## src/rtl/modular_inverse.sv

```systemverilog
// ----------------------------------------------------------------------------
// modular_inverse
//
// Finds the multiplicative inverse of a 3-bit operand X modulo a 3-bit
// modulus Z by iterative search. The operand is first reduced below the
// modulus by repeated subtraction. The block then walks k = 1, 2, ... while
// keeping acc = k*x mod z. The first k with acc == 1 is the inverse. If k
// reaches z-1 without a hit, no inverse exists.
//
// Ports
//   clk    : rising-edge clock
//   reset  : synchronous, active-high reset
//   start  : request pulse, accepted only while idle
//   X      : operand whose inverse is wanted (captured on accept)
//   Z      : modulus (captured on accept)
//   Y      : inverse of X mod Z when valid=1, otherwise 0
//   valid  : 1 when an inverse exists and Y holds it
//   done   : one-cycle completion pulse (state DONE)
//   busy   : high while the search is in progress
//   state  : debug state code (IDLE=0, CHECK=1, REDUCE=2, STEP=3, DONE=4)
// ----------------------------------------------------------------------------
module modular_inverse (
    input  logic       clk,
    input  logic       reset,
    input  logic       start,
    input  logic [2:0] X,
    input  logic [2:0] Z,
    output logic [2:0] Y,
    output logic       valid,
    output logic       done,
    output logic       busy,
    output logic [3:0] state
);

    typedef enum logic [3:0] {
        IDLE   = 4'd0,
        CHECK  = 4'd1,
        REDUCE = 4'd2,
        STEP   = 4'd3,
        DONE   = 4'd4
    } state_t;

    state_t     cur_state, nxt_state;

    logic [2:0] xr, xr_nxt;
    logic [2:0] zr, zr_nxt;
    logic [2:0] k, k_nxt;
    logic [3:0] acc, acc_nxt;
    logic [2:0] y_reg, y_nxt;
    logic       valid_reg, valid_nxt;

    // acc and xr are both below zr during STEP, so their sum is at most 12
    // and a single conditional subtraction of zr brings it back into range.
    logic [3:0] acc_sum;
    logic [3:0] acc_mod;

    // Register every piece of state on the rising edge. Reset forces the
    // whole block back to a clean idle condition, which also aborts any
    // search in flight without producing a done pulse.
    always_ff @(posedge clk) begin
        if (reset) begin
            cur_state <= IDLE;
            xr        <= 3'd0;
            zr        <= 3'd0;
            k         <= 3'd0;
            acc       <= 4'd0;
            y_reg     <= 3'd0;
            valid_reg <= 1'b0;
        end else begin
            cur_state <= nxt_state;
            xr        <= xr_nxt;
            zr        <= zr_nxt;
            k         <= k_nxt;
            acc       <= acc_nxt;
            y_reg     <= y_nxt;
            valid_reg <= valid_nxt;
        end
    end

    // Next-state and datapath updates. Every register holds by default, so
    // captures and results only change where a state explicitly says so.
    always_comb begin
        nxt_state = cur_state;
        xr_nxt    = xr;
        zr_nxt    = zr;
        k_nxt     = k;
        acc_nxt   = acc;
        y_nxt     = y_reg;
        valid_nxt = valid_reg;

        acc_sum = acc + {1'b0, xr};
        acc_mod = (acc_sum >= {1'b0, zr}) ? (acc_sum - {1'b0, zr}) : acc_sum;

        case (cur_state)
            IDLE: begin
                if (start) begin
                    xr_nxt    = X;
                    zr_nxt    = Z;
                    y_nxt     = 3'd0;
                    valid_nxt = 1'b0;
                    nxt_state = CHECK;
                end
            end

            // Moduli 0 and 1 have no meaningful inverse.
            CHECK: begin
                if (zr < 3'd2) begin
                    y_nxt     = 3'd0;
                    valid_nxt = 1'b0;
                    nxt_state = DONE;
                end else begin
                    nxt_state = REDUCE;
                end
            end

            // One subtraction per cycle until xr < zr. An operand that is a
            // multiple of the modulus reduces to 0 and has no inverse.
            REDUCE: begin
                if (xr >= zr) begin
                    xr_nxt = xr - zr;
                end else if (xr == 3'd0) begin
                    y_nxt     = 3'd0;
                    valid_nxt = 1'b0;
                    nxt_state = DONE;
                end else begin
                    acc_nxt   = {1'b0, xr};
                    k_nxt     = 3'd1;
                    nxt_state = STEP;
                end
            end

            // acc tracks k*xr mod zr. zr is at least 2 here, so zr-1 is safe.
            STEP: begin
                if (acc == 4'd1) begin
                    y_nxt     = k;
                    valid_nxt = 1'b1;
                    nxt_state = DONE;
                end else if (k == (zr - 3'd1)) begin
                    y_nxt     = 3'd0;
                    valid_nxt = 1'b0;
                    nxt_state = DONE;
                end else begin
                    acc_nxt = acc_mod;
                    k_nxt   = k + 3'd1;
                end
            end

            DONE: begin
                nxt_state = IDLE;
            end

            default: begin
                nxt_state = IDLE;
            end
        endcase
    end

    // Status outputs decode directly from the current state.
    always_comb begin
        done  = (cur_state == DONE);
        busy  = (cur_state == CHECK) || (cur_state == REDUCE) || (cur_state == STEP);
        state = cur_state;
        Y     = y_reg;
        valid = valid_reg;
    end

endmodule

```

## config.mk

```make
export PLATFORM = sky130hd
export DESIGN_NAME = modular_inverse
export DESIGN_NICKNAME = d
export VERILOG_FILES = /design/src/rtl/modular_inverse.sv
export SDC_FILE = /design/constraint.sdc
export NUM_CORES = 1
export LEC_CHECK = 0
export ABC_CLOCK_PERIOD_IN_PS = 2950
export CAP_MARGIN = 10
export CORE_MARGIN = 2
export CORE_UTILIZATION = 57
export CTS_BUF_LIST = sky130_fd_sc_hd__clkbuf_4
export DETAILED_ROUTE_END_ITERATION = 10
export PLACE_DENSITY = 0.79
export REMOVE_ABC_BUFFERS = 1
export SLEW_MARGIN = 20
export SYNTH_ARGS = -nofsm -noshare
export SYNTH_HDL_FRONTEND = slang
export SYNTH_SLANG_ARGS = --single-unit
export TNS_END_PERCENT = 20
```

## constraint.sdc

```tcl
create_clock -name clk -period 2.95 [get_ports clk]
set_clock_uncertainty 0.2 [all_clocks]
set_input_delay 0.885 -clock clk [delete_from_list [all_inputs] [get_ports clk]]
set_output_delay 0.885 -clock clk [all_outputs]
set_load 0.01 [all_outputs]
```

==> out/results.ini <==
[hold_path]
hold_path_depth=2
hp-class=flip-flop to flip-flop
hold_start=Y[1]$_SDFFE_PP0P_

[detailed_routing]
firstDrtPassIters=4
vias=1267
wl_um=3240
drcViolationCount=0
antenna_left=0
wire_per_inst_um=15.2
vias_per_cell=5.95
drt_first_iter_violations=34

[placement]
dp.cells=209
gp_congestion=0.824
hpwl_um=2490
port_buffers=17

[run]
cap_violations=0

[logic_synthesis]
synth_cells=165
synth-seq-area-share_pct=27.6
synth-seq-cells=20
synth.yosys.warnings=0
synth_async_sr_flop_share_pct=0
synth_area_leaders=dfxtp_1 (28%), ha_1 (9.5%), a21oi_1 (4.8%)
syn_area_um2=1450
synth_top_area_cell=dfxtp_1
synth_top_area_share_pct=27.6
ys_types=47
synth_edf_count=0
synth_ff_type=dfxtp_1
postSynthAreaPerCell_um2=8.80

[clocking]
clkTransAtPathRegs_ps=120
cts.sinks=20
cts-root-buf=clkbuf_4
postCtsSetupBuffers=0
h-tree-depth=1
ctsResizeCount=0
hold_buffers=0
clk_path_buf_depth=2
numCtsBuffers=3
insertion_delay_ps=300
tritoncts=done

[sta]
setup_viol=0
setup_tns_ps=0
fin_crit_sh_pct=96.0
hold_viol_final=0
finalCriticalPeriod_ps=2830
clock.fmax_mhz=353
rsz0062_at_grt=false
slew_headroom_pct=64.1
slew_violations=0
worst_slew_pin_slew_ps=537
holdWs_ps=292

[layout]
diodes=0
num-fill-cells=213
regMostFlops=acc
area_growth_pct=15.7
final_cells=213
layout-drive-gt1-share_pct=9.84
fin_nets=207
largest_reg_flops=4

[floorplanning]
die_w_um=54.5
die_area_um2=2970
boundaryPins=19
rows=18
die_y_um=54.5
start_util_pct=59.1
core-area_um2=2450

[grt]
use_met1_pct=32.1
antenna_found_initial=0
grt-ovfl-total=0
top_usage_layer=met2
met3_usage_pct=4.10
met2_usage_pct=43.2
grt_max_degree=14
grt_usage_pct=24.7
grt_pass1_vias=1176
grt_pass1_wl_um=5350

[power_and_ir_drop]
p_int_uw=837
clkPwrFrac_pct=8.6
p_sw_uw=764
seq_power_share_pct=26.4
power_density_nw_per_um2=953
cellLeakagePower_nw=0.652
pwr-share-comb_pct=65.0
netSwitchingFraction_pct=47.7
vdd_drop_max_v=0.000872

[setup_path]
rr_worst_depth=7
startpoint_type=flip-flop
critPathRequiredTime_ps=2980
startpoint=xr[0]$_SDFFE_PP0P_
path_cells=ha_1 > fa_1 > fa_1 > a21oi_1 > o221ai_1 > mux2_2 > o221ai_1
cp_max_fo=4
worstSetupPathType=flip-flop to flip-flop
critPathMaxStageDelay_ps=530
worstPathArrival_ps=2860
r2r_start=xr[0]$_SDFFE_PP0P_
cp_slowest_cell=fa_1
end_kind=flip-flop

[status]
run_status=complete, no violations

## power groups by stage
stage          clock network, mW  registers [mW]  logic, mW
5_1_grt                    0.150           0.436       1.14
4_1_cts                    0.139           0.424       1.03
6_report                   0.137           0.423       1.04
3_5_place_dp                   0           0.430       1.03
3_3_place_gp                   0           0.426      0.970
2_1_floorplan                  0           0.429      0.745
## cells by family after synthesis
group	count (synthesis)	share of synthesized area, %
xor gates and xnor gates	6	4.57
buffers and inverters	17	4.83
adders and majority gates	14	13.6
DFF	20	27.6
and+or+nand+nor	57	22.4
muxes	4	2.84
AOI/OAI and AO/OA	46	23.9
other	1	0.258
## path summary, 6_finish.rpt
kind,to,slack (ps)
hold reg to reg,Y[1]$_SDFFE_PP0P_,290
hold / removal,Y[1]$_SDFFE_PP0P_,290
setup reg to reg,acc[0]$_SDFFE_PP0P_,120
setup / recovery,acc[0]$_SDFFE_PP0P_,120
## through the flow
stage	cell area (um^2)	power (mW)	worst slack, ps	utilization, %
floorplan	1420	1.17	399	-
global placement	1650	1.40	329	67.3
detailed placement	1650	1.45	191	67.3
CTS	1680	1.60	148	68.4
global route	1680	1.73	59.7	68.4
finish	1680	1.60	118	68.4
## synthesized netlist by cell type, types with 2 or more instances
cell	n
or3_1	2
clkbuf_1	3
fa_1	3
mux2i_1	3
xor2_1	5
nor2b_1	4
o21ai_2	3
nor3_1	2
inv_1	11
ha_1	11
o211ai_1	2
nand2b_1	7
a211oi_1	7
o21ai_0	5
dfxtp_1	20
nand3_1	2
nor2_1	16
nor4_1	2
nand2_1	9
nor4b_2	2
buf_2	2
a21oi_1	14
and2_1	2
o221ai_1	3
nor3b_1	3
## cell usage in the layout, fill, tap and decap left out, types with 2 or more instances in the layout
master,Yosys,routed
dfxtp_1,20,20
clkdlybuf4s50_1,0,17
nor2_1,16,16
a21oi_1,14,14
inv_1,11,11
ha_1,11,11
nand2_1,9,9
nand2b_1,7,7
a211oi_1,7,7
xor2_1,5,5
o21ai_0,5,5
nor2b_1,4,4
nor3b_1,3,3
mux2i_1,3,3
o21ai_2,3,3
o221ai_1,3,3
fa_1,3,3
clkbuf_4,0,3
buf_4,1,3
and2_1,2,2
nand3_1,2,2
nor4b_2,2,2
o211ai_1,2,2
nor3_1,2,2
or3_1,2,2
nor4_1,2,2
## area by class of cell
cell class	count	area (um^2)	area share, %
clock buffers	3	22.5	1.34
inverters	11	41.3	2.46
well taps	30	37.5	2.24
repair buffers	20	193	11.5
flip-flops and latches	20	400	23.8
multi-input cells	128	981	58.4
clock inverters	1	3.75	0.224
## worst max-delay path, delay by kind of cell (launching register included)
| kind | cells | cell delay (ps) |
|---|---|---|
| adder cells (fa/ha/maj) | 3 | 1220 |
| AO/OA/AOI/OAI | 3 | 650 |
| flip-flops | 1 | 360 |
| multiplexers | 1 | 330 |
## layer usage
metal	vias up	wire (um)	part of all wire (%)
met1	606	1460	45
met2	30	1640	51
li1	631	-	-
met4	0	0	0
met5	-	0	0
met3	0	143	4.4
No activity file was read; power rests on OpenSTA's default activity.
